===== src/rtl/rf_multiport.sv =====
// rf_multiport: parametrised register file with NUM_RD registered read ports,
// two write ports and a per-register pending scoreboard for load hazards.
//
// Parameters: DATA_W (register width), ADDR_W (depth = 2**ADDR_W),
//             NUM_RD (read ports, 1..4), ZERO_REG (1 = reg 0 reads zero, never pending)
// Ports:
//   clk, rst_n                 clock, asynchronous active-low reset
//   rd_addr / rd_data / rd_pend packed read ports (port k at k*W +: W), 1-cycle latency
//   wa_en/wa_addr/wa_data      write port A (ALU writeback, wins on collision)
//   wb_en/wb_addr/wb_data      write port B (load return)
//   rsv_en/rsv_addr            mark destination register pending
//   pend_cnt                   registered count of pending registers
// Build option: define RF_BYPASS_EN to forward same-edge writes and the
// post-update pend bit into the read registers.
module rf_multiport #(
  parameter int DATA_W   = 32,
  parameter int ADDR_W   = 5,
  parameter int NUM_RD   = 2,
  parameter int ZERO_REG = 1
) (
  input  logic                     clk,
  input  logic                     rst_n,
  input  logic [NUM_RD*ADDR_W-1:0] rd_addr,
  output logic [NUM_RD*DATA_W-1:0] rd_data,
  output logic [NUM_RD-1:0]        rd_pend,
  input  logic                     wa_en,
  input  logic [ADDR_W-1:0]        wa_addr,
  input  logic [DATA_W-1:0]        wa_data,
  input  logic                     wb_en,
  input  logic [ADDR_W-1:0]        wb_addr,
  input  logic [DATA_W-1:0]        wb_data,
  input  logic                     rsv_en,
  input  logic [ADDR_W-1:0]        rsv_addr,
  output logic [ADDR_W:0]          pend_cnt
);

  localparam int DEPTH = 1 << ADDR_W;

  logic [DATA_W-1:0] regs [DEPTH];
  logic [DEPTH-1:0]  pend;
  logic [DEPTH-1:0]  pendNext;
  logic [ADDR_W:0]   cntNext;
  logic              waOk, wbOk, wbStore, rsvOk;
  logic [NUM_RD*DATA_W-1:0] rdDataNext;
  logic [NUM_RD-1:0]        rdPendNext;

  // Writes/reserves to the hardwired zero register are dropped entirely.
  always_comb begin
    waOk    = wa_en  && !((ZERO_REG != 0) && (wa_addr  == '0));
    wbOk    = wb_en  && !((ZERO_REG != 0) && (wb_addr  == '0));
    rsvOk   = rsv_en && !((ZERO_REG != 0) && (rsv_addr == '0));
    // A colliding B write still clears pend (same address as A) but stores nothing.
    wbStore = wbOk && !(waOk && (wb_addr == wa_addr));
  end

  // Clears first, reserve last, so a same-edge reserve wins over a write.
  always_comb begin
    pendNext = pend;
    if (waOk)  pendNext[wa_addr]  = 1'b0;
    if (wbOk)  pendNext[wb_addr]  = 1'b0;
    if (rsvOk) pendNext[rsv_addr] = 1'b1;
    cntNext = '0;
    for (int unsigned i = 0; i < DEPTH; i++)
      cntNext = cntNext + {{ADDR_W{1'b0}}, pendNext[i]};
  end

  always_comb begin
    rdDataNext = '0;
    rdPendNext = '0;
    for (int unsigned k = 0; k < NUM_RD; k++) begin
      logic [ADDR_W-1:0] a;
      a = rd_addr[k*ADDR_W +: ADDR_W];
`ifdef RF_BYPASS_EN
      if (waOk && (wa_addr == a))
        rdDataNext[k*DATA_W +: DATA_W] = wa_data;
      else if (wbStore && (wb_addr == a))
        rdDataNext[k*DATA_W +: DATA_W] = wb_data;
      else
        rdDataNext[k*DATA_W +: DATA_W] = regs[a];
      rdPendNext[k] = pendNext[a];
`else
      rdDataNext[k*DATA_W +: DATA_W] = regs[a];
      rdPendNext[k] = pend[a];
`endif
      if ((ZERO_REG != 0) && (a == '0)) begin
        rdDataNext[k*DATA_W +: DATA_W] = '0;
        rdPendNext[k] = 1'b0;
      end
    end
  end

  always_ff @(posedge clk or negedge rst_n) begin
    if (!rst_n) begin
      for (int unsigned i = 0; i < DEPTH; i++)
        regs[i] <= '0;
      pend     <= '0;
      rd_data  <= '0;
      rd_pend  <= '0;
      pend_cnt <= '0;
    end else begin
      if (waOk)    regs[wa_addr] <= wa_data;
      if (wbStore) regs[wb_addr] <= wb_data;
      pend     <= pendNext;
      rd_data  <= rdDataNext;
      rd_pend  <= rdPendNext;
      pend_cnt <= cntNext;
    end
  end

endmodule

===== config.mk =====
export PLATFORM = sky130hd
export DESIGN_NAME = rf_multiport
export DESIGN_NICKNAME = d
export VERILOG_FILES = /design/src/rtl/rf_multiport.sv
export SDC_FILE = /design/constraint.sdc
export NUM_CORES = 2
export LEC_CHECK = 0
export BUFFER_PORTS_ARGS = -buffer_cell sky130_fd_sc_hd__clkbuf_2
export CAP_MARGIN = 10
export CORE_UTILIZATION = 65
export DETAILED_ROUTE_END_ITERATION = 8
export PLACE_DENSITY = 0.9
export SLEW_MARGIN = 20
export SYNTH_ARGS = -nofsm -noshare
export SYNTH_HDL_FRONTEND = slang
export SYNTH_SLANG_ARGS = --single-unit

===== constraint.sdc =====
create_clock -name clk -period 8.84 [get_ports clk]
set_input_delay 0.442 -clock clk [delete_from_list [all_inputs] [get_ports clk]]
set_output_delay 0.442 -clock clk [all_outputs]
set_load 0.05 [all_outputs]

Yosys cells after proc, flatten, opt, wreduce, memory -nomap -nowiden --
Cells that the tools add are included.
Cells by class: bitwise operators 9, magnitude comparators 14, equal/unequal tests 1, reduce and logical (&&, ||, !) cells 19, add/subtract/negate cells 31, muxes and demuxes 31
Operator list (number):
- $bwmux 1024 | 2
- $mux 1024 | 2
- $mux 32 | 11
- $bmux 32 s5 | 2
- $demux 32 s5 | 2
- $add 6x1->6 | 26
- $and 32x32->32 | 2
- $not 32->32 | 2
- $or 32x32->32 | 1
- $lt 5x6->1 const B | 5
- $logic_not 5->1 | 5
- $ge 6x6->1 const B | 4
- $not 5->6 | 4
- $demux 1 s5 | 3
- $ge 5x1->1 const B | 3
- $lt 6x1->1 const B | 2
- $bmux 1 s5 | 2
- $logic_and 1x1->1 | 10
- $mux 1 | 7
- $add 5x1->6 | 1
- $add 4x1->5 | 1
- $eq 5x5->1 | 1
- $add 3x1->4 | 1
- $logic_not 1->1 | 4
- 2 further kinds | 2
Storage, ports and cells: input bits 94, output and inout port bits 72, logic and storage cells 141, bits in registers 1128

Depth between registers and ports, before layout --
depth in word-level cells 42, gate-level depth with buffers 23

Worst setup path before layout --
Ideal clock, no wire load.
path type input -> register, start input port wa_addr[1], end register pend_cnt[4], setup slack 3.035 ns, buffers on the path 2, arrival time 5.683 ns, required time 8.717 ns, cell stages on the path 23, library setup time 0.123 ns, cell sequence buf_4 -> nand4b_1 -> nor2_1 -> clkbuf_1 -> a21oi_1 -> a22o_1 -> fa_1 -> inv_1 -> fa_1 -> fa_1 -> inv_1 -> fa_1 -> inv_1 -> fa_1 -> fa_1 -> inv_1 -> ha_1 -> inv_1 -> fa_1 -> inv_1 -> a21o_1 -> a21oi_1 -> xnor2_1
Between the ends: elaborated cells between the ends (all ways) 46, classes of those cells add/sub (31); order compare (2); mux (5); bitwise (4); reduce/logical (4)
RTL lines:
- start, declared | RTL line 27 | input logic [ADDR_W-1:0] wa_addr,
- $lt 5x6->1 (implied by the code) / $ge 5x1->1 (equally long branches) | RTL line 59 | if (waOk) pendNext[wa_addr] = 1'b0;
- $logic_and 1x1->1 (implied by the code) | RTL line 59
- $mux 1 (implied by the code) | RTL line 59
- $demux 1 s5 | RTL line 59
- $not 32->32 (no line)
- $and 32x32->32 (no line)
- $mux 32 * | RTL line 59
- $and 32x32->32 (no line)
- $mux 32 * | RTL line 60 | if (wbOk) pendNext[wb_addr] = 1'b0;
- $or 32x32->32 (no line)
- $mux 32 * | RTL line 61 | if (rsvOk) pendNext[rsv_addr] = 1'b1;
- named net pendNext[21] | RTL line 41 | logic [DEPTH-1:0] pendNext;
- $add 6x1->6 * (11 in a row) | RTL line 64 | cntNext = cntNext + {{ADDR_W{1'b0}}, pendNext[i]};
- named net cntNext[4] | RTL line 42 | logic [ADDR_W:0] cntNext;
- end signal, assigned | RTL line 106 | pend_cnt <= cntNext;
- end, declared | RTL line 34 | output logic [ADDR_W:0] pend_cnt
Mark *: on every way through the listed nets, which the timed path passes. The rest lies on a longest branch.

Final worst setup path --
start input port wa_addr[4], end register pend_cnt[4]
Between the ends: cells in the longest elaborated chain, start to end 42, elaborated cells between the ends (all ways) 46, classes of those cells add/sub (31); order compare (2); mux (5); bitwise (4); reduce/logical (4)
RTL lines (RTL line):
- $lt 5x6->1 (implied by the code) / $ge 5x1->1 (equally long branches) | 59
- $logic_and 1x1->1 (implied by the code) | 59
- $mux 1 (implied by the code) | 59
- $demux 1 s5 | 59
- $not 32->32 (no line)
- $and 32x32->32 (no line)
- $mux 32 * | 59
- $and 32x32->32 (no line)
- [3 not listed]
- $add 1x1->2 | 64
- $add 2x1->3 | 64
- $add 3x1->4 | 64
- $add 4x1->5 | 64
- $add 5x1->6 | 64
- $add 6x1->6 (25 in a row) | 64
- $add 6x1->6 * | 64
- named net cntNext[4] | 42
Marks and branches as above.

==> impl_metrics.toml <==
[die]
num_rows = 122
initial_core_util = 0.6550
io_pins = 166
die-area_sq_um = 112700
core_area_sq_um = 110500
die_height_microns = 335.7
die_x_microns = 335.7

[routing]
firstDrtPassIters = 9
via_count = 53350
drc = 0
wl_per_cell_microns = 39.21
vias_per_cell = 8.094
wl_mm = 258.5
ant_nets = 0
drt_iter0_markers = 8495

[pwr]
power_uw = 19510
cellPowerDensity_nw_per_um2 = 252.8
ir_worst_vdd_v = 0.0004403
p_leak_uw = 0.03222

[clock_tree]
cts_setup_buffers = 0
cts_buffer_depth = 3
ctsResizeCount = 0
root_buffer = "clkbuf_16"
htree_levels = 3
numCtsBuffers = 118
clk_latency_ps = 730
cts_tree = "done"
holdBufCountCts = 1
clk_pin_slew_ps = 60
clock_sinks = 1128

[timing]
slew_headroom = 0.2050
worst_pin_slew_ps = 1188
fin_crit_sh = 0.6650
min_period_ps = 5879
setup_tns_ps = 0
drv_slew = 0
setup_viol = 0
fmax_mhz = 170.1
hold_violations = 0
rsz0062_at_grt = "no"
hold_slack_ps = 251.4
finalClockSkew_ps = 25.03

[global_routing]
grt_pass1_wl_mm = 372.2
grt.total_usage = 0.4604
grt_max_degree = 154
overflow = 0
grt_pass1_vias = 53860
antenna_found_initial = 31

[critical_path]
cp_slowest_cell = "buf_4"
cp_data_required_time_ps = 9430
worstPathArrival_ps = 6470
crit_chain = "clkbuf_2 > nand3b_1 > nor2_4 > buf_4 > o21a_1 > fa_1 > fa_1 > inv_1 > fa_1 > fa_1 > inv_1 > fa_1 > fa_1 > inv_1 > ha_1 > inv_1 > fa_1 > inv_1 > a21o_1 > a21oi_1 > xnor2_1"
criticalPathCategory = "in2reg"
path_buf_inv = 7
path_common_cell = "fa_1"
cp_max_fo = 34
slowest_delay_ps = 790
start_kind = "primary input"
path_delay_family = "adder cells"
end_kind = "flip-flop"

[synth]
synthTopCellsByArea = "dfrtp_1 39%, mux2_2 30%, mux4_2 14%"
yosysWarnings = 0
synthArstFlopShare = 1.000
yosysUniqueCellTypes = 59
syn_nets = 5353
syn_inst = 5228
syn_avg_cell_area_sq_um = 13.85
synth-seq-area-share = 0.3899
yosysTopAreaCellShare = 0.3899
synth_ff_type = "dfrtp_1"
ys_ff_latch = 1128
synth_top_cell_by_area = "dfrtp_1"
synth_area_sq_um = 72390
synth_edf_count = 0

[final_layout]
nNetsFinal = 5104
synthToLayoutAreaGrowth_pct = 6.605
fin_cells = 6592
drive_gt1_frac = 0.5916
fin_util = 0.6983
fillers = 7023

[placement]
gp_congestion = 0.9273
dp_hpwl_mm = 135.2
place_inst = 6346
port_buffers = 165

[outcome]
status = "complete, no violations"

[hold_path]
hold_class = "in2reg"

[job]
max-cap-violations = 0
==> worst register-to-register path, cell delays in order (launching register included) <==
cell and delay [ps]:
dfrtp_1 430, a32oi_1 300, fa_1 490, fa_1 510, fa_1 530, inv_1 70
fa_1 530, inv_1 50, fa_1 490, fa_1 410, inv_1 80, ha_1 190
inv_1 80, fa_1 460, inv_1 70, a21o_1 100, a21oi_1 70, xnor2_1 120
==> cells in the final DEF (no fill, tap or decap), drive strengths merged, types with 17 or more instances in the layout <==
master | netlist | layout
nand2 | 102 | 102
clkinv | 0 | 29
clkbuf | 365 | 338
fa | 24 | 24
mux2 | 2050 | 2050
o2111ai | 21 | 21
a211oi | 66 | 66
nor2b | 73 | 73
mux2i | 132 | 132
dfrtp | 1128 | 1128
inv | 40 | 41
buf | 290 | 127
a22oi | 67 | 67
nor2 | 32 | 32
diode | 0 | 26
a221oi | 45 | 45
a32o | 17 | 17
a311oi | 66 | 66
o21ai | 118 | 118
o211ai | 28 | 28
mux4 | 462 | 462
==> stage by stage <==
stage | instance area (sq um) | setup WS [ps]
6_report | 77170 | 2961
5_1_grt | 77120 | 2778
4_1_cts | 77090 | 3037
3_5_place_dp | 73140 | 2317
3_3_place_gp | 73140 | 2376
2_1_floorplan | 72390 | 3035
==> final cells by class <==
cell class	count	area, sq um	area share
clock inverter	39	386.6	0.005010
clock buffer	180	3561	0.04615
antenna	26	65.06	0.0008431
inverter	40	155.1	0.002011
multi-input combinational	3405	41000	0.5313
tap	1488	1862	0.02413
timing repair buffer	286	1916	0.02482
sequential	1128	28230	0.3658
==> cell families after synthesis <==
family	count (synthesis)	share of synthesized area
flip-flops	1128	0.3899
adder cells (fa/ha/maj)	31	0.007847
AND/OR/NAND/NOR	257	0.01941
XOR/XNOR	8	0.0009680
AO/OA/AOI/OAI	465	0.05151
buffers and inverters	695	0.04786
multiplexers	2644	0.4825
==> synth_stat cells (30+ instances only) <==
cell,instances
buf_6,59
inv_1,40
mux2_4,30
a221oi_1,45
nor2b_1,73
buf_2,172
nand2_1,93
mux4_2,462
mux2_2,1945
clkbuf_1,364
a311oi_1,66
mux2_1,75
mux2i_1,132
a211oi_1,66
o21ai_0,114
dfrtp_1,1128
buf_4,50
a22oi_1,67
==> power by group <==
group          switching [uW]  leakage (uW)  total, uW  internal [uW]
combinational            2930        0.0164       6670           3740
clock                    2210       0.00196       5150           2940
sequential               1130        0.0139       7680           6550
==> flip-flops by register name (all words and copies together), names as in the netlist <==
signal	cells
rd_data	64
pend_cnt	6
regs	1024
pend	32
rd_pend	2
==> metal layers <==
layer,vias to the layer above,global-route usage,share of wire
met5,-,0.004255,0.00099
met4,32,0.3239,0.086
met3,1570,0.2464,0.18
met2,5319,0.6078,0.40
met1,26920,0.5730,0.33
li1,19520,-,-
==> path summary, 6_finish.rpt <==
kind,from,depth (start not counted),to,slack (ps)
setup reg to reg,pend[27],17,pend_cnt[4],3730
min in group asynchronous,rst_n,2,regs[720],320
max in group asynchronous,rst_n,4,regs[622],6190
hold reg to reg,regs[998],0,regs[998],400
setup / recovery,wa_addr[4],21,pend_cnt[4],2960
hold / removal,rsv_addr[2],3,pend[1],250
Note: power is estimated with default switching activity, not from simulation.
